===== src/rtl/alu_pkg.sv =====
`default_nettype none
// +----------------------------------------------------------------------+
// | alu_pkg: opcode/state enums and decode helpers for the alu_seq unit   |
// | Rev 1.0                                                              |
// +----------------------------------------------------------------------+
package alu_pkg;

   localparam int ALU_CTRL_W = 5;

   typedef enum logic [ALU_CTRL_W-1:0] {
      OP_ADD    = 5'd0,
      OP_SUB    = 5'd1,
      OP_AND    = 5'd2,
      OP_OR     = 5'd3,
      OP_XOR    = 5'd4,
      OP_SLL    = 5'd5,
      OP_SRL    = 5'd6,
      OP_SLTU   = 5'd7,
      OP_SRA    = 5'd8,
      OP_SLT    = 5'd9,
      OP_MUL    = 5'd10,
      OP_MULH   = 5'd11,
      OP_MULHSU = 5'd12,
      OP_MULHU  = 5'd13,
      OP_DIV    = 5'd14,
      OP_DIVU   = 5'd15,
      OP_REM    = 5'd16,
      OP_REMU   = 5'd17
   } alu_op_e;

   typedef enum logic [1:0] {
      S_IDLE = 2'd0,
      S_FAST = 2'd1,
      S_ITER = 2'd2,
      S_DONE = 2'd3
   } alu_state_e;

   function automatic logic is_muldiv(input alu_op_e op);
      return (op >= OP_MUL);
   endfunction

   function automatic logic is_div(input alu_op_e op);
      return (op >= OP_DIV);
   endfunction

   function automatic logic is_signed_div(input alu_op_e op);
      return (op == OP_DIV) || (op == OP_REM);
   endfunction

endpackage
`default_nettype wire


===== src/rtl/muldiv_iter.sv =====
`default_nettype none
// +----------------------------------------------------------------------+
// | muldiv_iter: radix-2 shift-add multiplier / restoring divider         |
// | Rev 1.0                                                              |
// +----------------------------------------------------------------------+
module muldiv_iter
   import alu_pkg::*;
#(
   parameter int WIDTH = 32
) (
   input  logic               clk,
   input  logic               reset,
   input  logic               start,
   input  alu_op_e            op,
   input  logic [WIDTH-1:0]   srcA,
   input  logic [WIDTH-1:0]   srcB,
   output logic               done,
   output logic [2*WIDTH-1:0] result
);

   localparam int CNT_W = $clog2(WIDTH);
   localparam logic [CNT_W-1:0] c_last = CNT_W'(WIDTH - 1);

   logic               r_busy;
   logic               r_div;
   logic               r_neg;
   logic               r_rneg;
   logic [CNT_W-1:0]   r_cnt;
   logic [WIDTH-1:0]   r_hi;
   logic [WIDTH-1:0]   r_lo;
   logic [WIDTH-1:0]   r_opd;

   logic               w_a_neg;
   logic               w_b_neg;
   logic [WIDTH-1:0]   w_mag_a;
   logic [WIDTH-1:0]   w_mag_b;
   logic [WIDTH:0]     w_mul_sum;
   logic [WIDTH:0]     w_div_shift;
   logic [WIDTH:0]     w_div_diff;
   logic [2*WIDTH-1:0] w_prod;

   always_comb begin
      w_a_neg     = srcA[WIDTH-1] &
                    (op inside {OP_MUL, OP_MULH, OP_MULHSU, OP_DIV, OP_REM});
      w_b_neg     = srcB[WIDTH-1] & (op inside {OP_MUL, OP_MULH, OP_DIV, OP_REM});
      w_mag_a     = w_a_neg ? -srcA : srcA;
      w_mag_b     = w_b_neg ? -srcB : srcB;
      w_mul_sum   = {1'b0, r_hi} + (r_lo[0] ? {1'b0, r_opd} : {(WIDTH+1){1'b0}});
      w_div_shift = {r_hi, r_lo[WIDTH-1]};
      w_div_diff  = w_div_shift - {1'b0, r_opd};
      w_prod      = {r_hi, r_lo};
   end

   // Multiply: r_hi accumulates, {r_hi,r_lo} shifts right; divide: r_hi is the
   // partial remainder and r_lo shifts the dividend out / quotient in.
   always_ff @(posedge clk) begin
      if (reset) begin
         r_busy <= 1'b0;
         r_div  <= 1'b0;
         r_neg  <= 1'b0;
         r_rneg <= 1'b0;
         r_cnt  <= '0;
         r_hi   <= '0;
         r_lo   <= '0;
         r_opd  <= '0;
      end else if (start) begin
         r_busy <= 1'b1;
         r_div  <= is_div(op);
         r_neg  <= w_a_neg ^ w_b_neg;
         r_rneg <= w_a_neg;
         r_cnt  <= '0;
         r_hi   <= '0;
         r_lo   <= is_div(op) ? w_mag_a : w_mag_b;
         r_opd  <= is_div(op) ? w_mag_b : w_mag_a;
      end else if (r_busy) begin
         r_cnt <= r_cnt + 1'b1;
         if (r_cnt == c_last) r_busy <= 1'b0;
         if (!r_div) begin
            r_hi <= w_mul_sum[WIDTH:1];
            r_lo <= {w_mul_sum[0], r_lo[WIDTH-1:1]};
         end else if (!w_div_diff[WIDTH]) begin
            r_hi <= w_div_diff[WIDTH-1:0];
            r_lo <= {r_lo[WIDTH-2:0], 1'b1};
         end else begin
            r_hi <= w_div_shift[WIDTH-1:0];
            r_lo <= {r_lo[WIDTH-2:0], 1'b0};
         end
      end
   end

   always_comb begin
      done = r_busy && (r_cnt == c_last);
      if (r_div)
         result = {(r_rneg ? -r_hi : r_hi), (r_neg ? -r_lo : r_lo)};
      else
         result = r_neg ? -w_prod : w_prod;
   end

endmodule
`default_nettype wire


===== src/rtl/alu_seq.sv =====
`default_nettype none
// +----------------------------------------------------------------------+
// | alu_seq: handshaked RV32IM execute unit with registered result/flags  |
// | Rev 1.0                                                              |
// +----------------------------------------------------------------------+
module alu_seq
   import alu_pkg::*;
#(
   parameter int WIDTH   = 32,
   parameter int CTRL_W  = 5,
   parameter int SHAMT_W = $clog2(WIDTH)
) (
   input  logic              clk,
   input  logic              reset,
   input  logic              kill,
   input  logic              in_valid,
   output logic              in_ready,
   input  logic [CTRL_W-1:0] ALUcontrol,
   input  logic [WIDTH-1:0]  srcA,
   input  logic [WIDTH-1:0]  srcB,
   output logic              out_valid,
   input  logic              out_ready,
   output logic [WIDTH-1:0]  ALUresult,
   output logic              zero,
   output logic              negative,
   output logic              overflow,
   output logic              carry
);

   localparam logic [WIDTH-1:0] c_min_neg = {1'b1, {(WIDTH-1){1'b0}}};

   alu_state_e         r_state;
   alu_state_e         w_next;
   alu_op_e            r_op;
   logic               r_op_ok;
   logic               r_use_md;
   logic               r_start;
   logic [WIDTH-1:0]   r_a;
   logic [WIDTH-1:0]   r_b;
   logic               r_out_valid;
   logic [WIDTH-1:0]   r_result;
   logic               r_zero;
   logic               r_neg;
   logic               r_ovf;
   logic               r_carry;

   alu_op_e            w_in_op;
   logic               w_in_ok;
   logic               w_in_iter;
   logic               w_accept;
   logic               w_md_rst;
   logic               w_md_done;
   logic [2*WIDTH-1:0] w_md_res;
   logic               w_dosub;
   logic [WIDTH:0]     w_sum;
   logic               w_ovf;
   logic               w_arith;
   logic [WIDTH-1:0]   w_fast;
   logic [WIDTH-1:0]   w_res;

   assign in_ready  = (r_state == S_IDLE);
   assign out_valid = r_out_valid;
   assign ALUresult = r_result;
   assign zero      = r_zero;
   assign negative  = r_neg;
   assign overflow  = r_ovf;
   assign carry     = r_carry;

   // Divide-by-zero and signed overflow bypass the iterator entirely.
   always_comb begin
      w_in_ok   = (ALUcontrol <= CTRL_W'(17));
      w_in_op   = alu_op_e'(ALUcontrol[ALU_CTRL_W-1:0]);
      w_in_iter = w_in_ok && is_muldiv(w_in_op) &&
                  !(is_div(w_in_op) && ((srcB == '0) ||
                    (is_signed_div(w_in_op) && srcA == c_min_neg && srcB == '1)));
      w_accept  = in_valid && in_ready && !kill;
      w_md_rst  = reset || kill;
   end

   always_ff @(posedge clk) begin
      if (reset) r_state <= S_IDLE;
      else       r_state <= w_next;
   end

   always_comb begin
      w_next = r_state;
      case (r_state)
         S_IDLE:  if (in_valid) w_next = w_in_iter ? S_ITER : S_FAST;
         S_FAST:  w_next = S_DONE;
         S_ITER:  if (w_md_done) w_next = S_DONE;
         S_DONE:  if (r_out_valid && out_ready) w_next = S_IDLE;
         default: w_next = S_IDLE;
      endcase
      if (kill) w_next = S_IDLE;
   end

   always_ff @(posedge clk) begin
      if (reset) begin
         r_op     <= OP_ADD;
         r_op_ok  <= 1'b0;
         r_use_md <= 1'b0;
         r_start  <= 1'b0;
         r_a      <= '0;
         r_b      <= '0;
      end else begin
         r_start <= w_accept && w_in_iter;
         if (w_accept) begin
            r_op     <= w_in_op;
            r_op_ok  <= w_in_ok;
            r_use_md <= w_in_iter;
            r_a      <= srcA;
            r_b      <= srcB;
         end
      end
   end

   muldiv_iter #(.WIDTH(WIDTH)) u_muldiv (
      .clk    (clk),
      .reset  (w_md_rst),
      .start  (r_start),
      .op     (r_op),
      .srcA   (r_a),
      .srcB   (r_b),
      .done   (w_md_done),
      .result (w_md_res)
   );

   // Compares always subtract so carry/overflow describe srcA - srcB.
   always_comb begin
      w_dosub = (r_op != OP_ADD);
      w_sum   = {1'b0, r_a} + {1'b0, (w_dosub ? ~r_b : r_b)} + {{WIDTH{1'b0}}, w_dosub};
      w_ovf   = (r_a[WIDTH-1] ^ w_sum[WIDTH-1]) & ~(r_a[WIDTH-1] ^ r_b[WIDTH-1] ^ w_dosub);
      w_arith = r_op_ok && (r_op inside {OP_ADD, OP_SUB, OP_SLTU, OP_SLT});
      w_fast  = '0;
      case (r_op)
         OP_ADD, OP_SUB: w_fast = w_sum[WIDTH-1:0];
         OP_AND:  w_fast = r_a & r_b;
         OP_OR:   w_fast = r_a | r_b;
         OP_XOR:  w_fast = r_a ^ r_b;
         OP_SLL:  w_fast = r_a << r_b[SHAMT_W-1:0];
         OP_SRL:  w_fast = r_a >> r_b[SHAMT_W-1:0];
         OP_SRA:  w_fast = $signed(r_a) >>> r_b[SHAMT_W-1:0];
         OP_SLTU: w_fast = {{(WIDTH-1){1'b0}}, ~w_sum[WIDTH]};
         OP_SLT:  w_fast = {{(WIDTH-1){1'b0}}, w_sum[WIDTH-1] ^ w_ovf};
         OP_DIV:  w_fast = (r_b == '0) ? '1 : r_a;
         OP_DIVU: w_fast = '1;
         OP_REM:  w_fast = (r_b == '0) ? r_a : '0;
         OP_REMU: w_fast = r_a;
         default: w_fast = '0;
      endcase
      if (!r_op_ok)
         w_res = '0;
      else if (r_use_md)
         w_res = (r_op inside {OP_MUL, OP_DIV, OP_DIVU}) ? w_md_res[WIDTH-1:0]
                                                         : w_md_res[2*WIDTH-1:WIDTH];
      else
         w_res = w_fast;
   end

   // DONE spends its first cycle loading the result, then waits for out_ready.
   always_ff @(posedge clk) begin
      if (reset || kill) begin
         r_out_valid <= 1'b0;
         r_result    <= '0;
         r_zero      <= 1'b1;
         r_neg       <= 1'b0;
         r_ovf       <= 1'b0;
         r_carry     <= 1'b0;
      end else if (r_state == S_DONE) begin
         if (!r_out_valid) begin
            r_out_valid <= 1'b1;
            r_result    <= w_res;
            r_zero      <= r_op_ok && (w_res == '0);
            r_neg       <= w_res[WIDTH-1];
            r_ovf       <= w_arith && w_ovf;
            r_carry     <= w_arith && w_sum[WIDTH];
         end else if (out_ready) begin
            r_out_valid <= 1'b0;
         end
      end
   end

endmodule
`default_nettype wire


===== config.mk =====
export PLATFORM = sky130hd
export DESIGN_NAME = alu_seq
export DESIGN_NICKNAME = d
export VERILOG_FILES = /design/src/rtl/alu_pkg.sv /design/src/rtl/muldiv_iter.sv /design/src/rtl/alu_seq.sv
export SDC_FILE = /design/constraint.sdc
export NUM_CORES = 1
export LEC_CHECK = 0
export CAP_MARGIN = 20
export CELL_PAD_IN_SITES_DETAIL_PLACEMENT = 1
export CELL_PAD_IN_SITES_GLOBAL_PLACEMENT = 2
export CORE_UTILIZATION = 25
export CTS_BUF_LIST = sky130_fd_sc_hd__clkbuf_16
export CTS_CLUSTER_DIAMETER = 80
export CTS_CLUSTER_SIZE = 28
export DETAILED_ROUTE_END_ITERATION = 8
export HOLD_SLACK_MARGIN = 0.03
export PLACE_DENSITY_LB_ADDON = 0.1
export SLEW_MARGIN = 20
export SYNTH_ARGS = -nofsm -noshare
export SYNTH_HDL_FRONTEND = slang
export SYNTH_SLANG_ARGS = --single-unit

===== constraint.sdc =====
create_clock -name clk -period 12.1 [get_ports clk]
set_input_delay 2.42 -clock clk [delete_from_list [all_inputs] [get_ports clk]]
set_output_delay 2.42 -clock clk [all_outputs]
set_load 0.05 [all_outputs]

==> flow_metrics.env <==
export IMPL_initial_core_util_pct=25.4
export IMPL_yosysTopAreaCell="dfxtp_1"
export IMPL_synth_fp_nets=3815
export IMPL_clkSlewWorstSetupHoldPaths_ns=0.08
export IMPL_fin_setup_tns_ns=0
export IMPL_hp_class="register to register"
export IMPL_viasPerCell=5.76
export IMPL_layout_area_overhead_vs_synth_pct=14.2
export IMPL_criticalPathCategory="register to register"
export IMPL_postCtsSetupBuffers=0
export IMPL_grt_pass1_wl_um=214000
export IMPL_h_tree_depth=1
export IMPL_fin_crit_sh_pct=56.5
export IMPL_core_area_um2=101000
export IMPL_die_y_um=322
export IMPL_critPathArrivalTime_ns=7.39
export IMPL_slew_violations=0
export IMPL_yosys_area_top_type_share_pct=16.9
export IMPL_max_freq_ghz=0.146
export IMPL_cts_resized_gates=0
export IMPL_clock_sinks=215
export IMPL_worstMarginPinSlew_ns=1.22
export IMPL_gp_congestion=0.970
export IMPL_crit_fanout=33
export IMPL_cts_tree="yes"
export IMPL_maxSlewHeadroom_pct=17.8
export IMPL_slowest_delay_ns=0.93
export IMPL_gr_usage_all_layers_pct=28.2
export IMPL_worst_path_buf_inv=1
export IMPL_rrSetupSlack_ns=5.26
export IMPL_synth_cells=3569
export IMPL_synth_distinct_cells=88
export IMPL_worstSetupStartpointType="register"
export IMPL_dp_hpwl_um=118000
export IMPL_synthFlopType="dfxtp_1"
export IMPL_synth_edf_count=0
export IMPL_status="completed"
export IMPL_peakVddDrop_v=0.000124
export IMPL_worst_clock_skew_ns=0.0295
export IMPL_grt_ovfl_total=0
export IMPL_crit_family="compound AO/OA/AOI/OAI gates"
export IMPL_die_area_um2=103000
export IMPL_fin_hold_ws_ns=0.455
export IMPL_power_leakage_nw=10.4
export IMPL_vias=28312
export IMPL_slowest_stage="dfxtp_1"
export IMPL_finalSetupViolations=0
export IMPL_ys_top_cells_by_area="dfxtp_1, ha_1, nand2_1"
export IMPL_grt_max_degree=79
export IMPL_drt_first_pass_iters=7
export IMPL_power_density_nw_per_um2=87.0
export IMPL_ys_seq_elements=215
export IMPL_rsz0062_at_grt="false"
export IMPL_hold_buffers=0
export IMPL_ant_nets=0
export IMPL_min_period_ns=6.84
export IMPL_cts_buffers=25
export IMPL_drive_gt1_share_pct=8.71
export IMPL_die_width_um=322
export IMPL_routed_wirelength_um=148000
export IMPL_clock_insertion_delay_worst_skew_ns=0.63
export IMPL_fin_nets=3787
export IMPL_netlist_area_um2=25500
export IMPL_cp_cell_sequence="nor3_1, nand2_2, buf_4, xnor2_1, fa_1, a211oi_1, o21ai_0, a41oi_1, o211ai_1, nand2_1, mux2_2, a2111oi_0, o211ai_1, or4_1, or4_1, o31ai_2"
export IMPL_io_buffers=111
export IMPL_seq_area_frac_synth_pct=16.9
export IMPL_clock_path_buffers=3
export IMPL_yosysWarnings=0
export IMPL_antenna_found_initial=1
export IMPL_hold_violations=0
export IMPL_synth_async_reset_ratio_pct=0
export IMPL_cp_end_kind="register"
export IMPL_drc=0
export IMPL_avgSynthCellArea_um2=7.15
export IMPL_routedWlPerCell_um=30.2
export IMPL_core_rowCount=116
export IMPL_maxCapViolCount=0
export IMPL_drtIter0Drc=1903
export IMPL_required_ns=12.65
export IMPL_cts_root_buf="clkbuf_16"
export IMPL_grt_pass1_vias=28944
export IMPL_ios=112
[layout make-up]
| type | instances | area [um^2] |
|---|---|---|
| antenna | 1 | 2.50 |
| inverter | 146 | 548 |
| fill | 12262 | 71400 |
| timing repair buffer | 221 | 1930 |
| clock buffer | 26 | 651 |
| tap | 1357 | 1700 |
| clock inverter | 20 | 297 |
| sequential | 215 | 4330 |
| multi-input combinational | 2932 | 19700 |
[per-layer routing]
metal | GRT usage (%) | vias up | share of wire, %
met5 | 0 | - | 0.0088
met1 | 36.1 | 14424 | 44
li1 | - | 13026 | -
met3 | 2.14 | 190 | 3.2
met4 | 12.3 | 2 | 5.0
met2 | 48.1 | 670 | 48
[cells by family after synthesis]
kind of cell,Yosys count,synth area share (%)
AOI/OAI and AO/OA,1072,27.4
xor gates and xnor gates,214,7.34
adders and majority gates,172,8.52
buffers and inverters,422,6.28
DFF,215,16.9
muxes,212,10.7
and+or+nand+nor,1262,22.9
[registers in the layout, summed over array words and instances (netlist names)]
register and count:
ALUresult 32, r_a 32, r_b 32, u_muldiv.r_hi 32
u_muldiv.r_lo 32, u_muldiv.r_opd 32, r_op 5, u_muldiv.r_cnt 5
r_state 2, carry 1, out_valid 1, overflow 1
r_op_ok 1, r_start 1, r_use_md 1, u_muldiv.r_busy 1
u_muldiv.r_div 1, u_muldiv.r_neg 1, u_muldiv.r_rneg 1, zero 1
[metrics by stage]
step | utilization (%) | instances | cell area, um^2 | power, W | setup slack [ns]
after floorplan | - | 3569 | 25500 | 0.00127 | 6.83
final | 29.0 | 4918 | 29200 | 0.00254 | 5.26
after detailed placement | 28.0 | 4871 | 28200 | 0.00164 | 5.32
after global routing | 29.0 | 4917 | 29200 | 0.00264 | 4.70
after global placement | 28.0 | 4871 | 28200 | 0.00163 | 5.50
after CTS | 29.0 | 4917 | 29200 | 0.00256 | 5.29
[synth_stat cells (25+ instances only)]
library cell / count
mux4_2: 45
nand2b_1: 29
and3_1: 31
or3_1: 32
nand2_1: 446
buf_1: 34
a31oi_1: 42
dfxtp_1: 215
xor2_1: 53
o21ai_0: 203
nand3_1: 65
nor4_1: 44
mux2_2: 37
inv_1: 139
nand4_1: 43
o211ai_1: 41
mux2i_1: 130
nor2_1: 368
ha_1: 169
o31ai_1: 31
a211oi_1: 99
or4_1: 25
clkbuf_1: 230
nor3_1: 72
a21oi_1: 324
a21o_1: 29
o22ai_1: 37
xnor2_1: 161
[worst paths after layout]
path	startpoint	depth (start not counted)	to
max	r_op[2]	16	zero
min	r_a[19]	2	r_a[19]
max reg2reg	r_op[2]	16	zero
min reg2reg	r_a[19]	2	r_a[19]
[worst reg2reg max path, cell delays in order, from the launching register on]
cell	delay [ns]
dfxtp_1	0.93
nor3_1	0.25
nand2_2	0.13
buf_4	0.51
xnor2_1	0.29
fa_1	0.50
a211oi_1	0.39
o21ai_0	0.29
a41oi_1	0.71
o211ai_1	0.26
nand2_1	0.12
mux2_2	0.33
a2111oi_0	0.74
o211ai_1	0.15
or4_1	0.50
or4_1	0.50
o31ai_2	0.18
[power by group]
group	internal [W]	leakage, nW	switching, W
Sequential	0.000720	1.74	0.0000252
Combinational	0.000286	8.25	0.000609
Clock	0.000450	0.451	0.000446
Total	0.00146	10.4	0.00108
[cell usage in the layout, fill, tap and decap left out, drive strengths merged, types with 26 or more instances in the layout]
| cell | count |
|---|---|
| mux4 | 45 |
| dfxtp | 215 |
| xnor2 | 161 |
| a31oi | 42 |
| o211ai | 41 |
| ha | 169 |
| a21oi | 324 |
| clkdlybuf4s50 | 110 |
| and3 | 31 |
| mux2i | 130 |
| xor2 | 53 |
| o31ai | 32 |
| nor3 | 73 |
| inv | 151 |
| nor4 | 45 |
| o21ai | 206 |
| buf | 111 |
| a211oi | 99 |
| clkbuf | 26 |
| nand2 | 446 |
| o22ai | 37 |
| nand3 | 65 |
| mux2 | 37 |
| a21o | 29 |
| nand4 | 43 |
| or4 | 28 |
| or3 | 32 |
| nand2b | 29 |
| nor2 | 369 |
(Power assumes the default switching activity.)
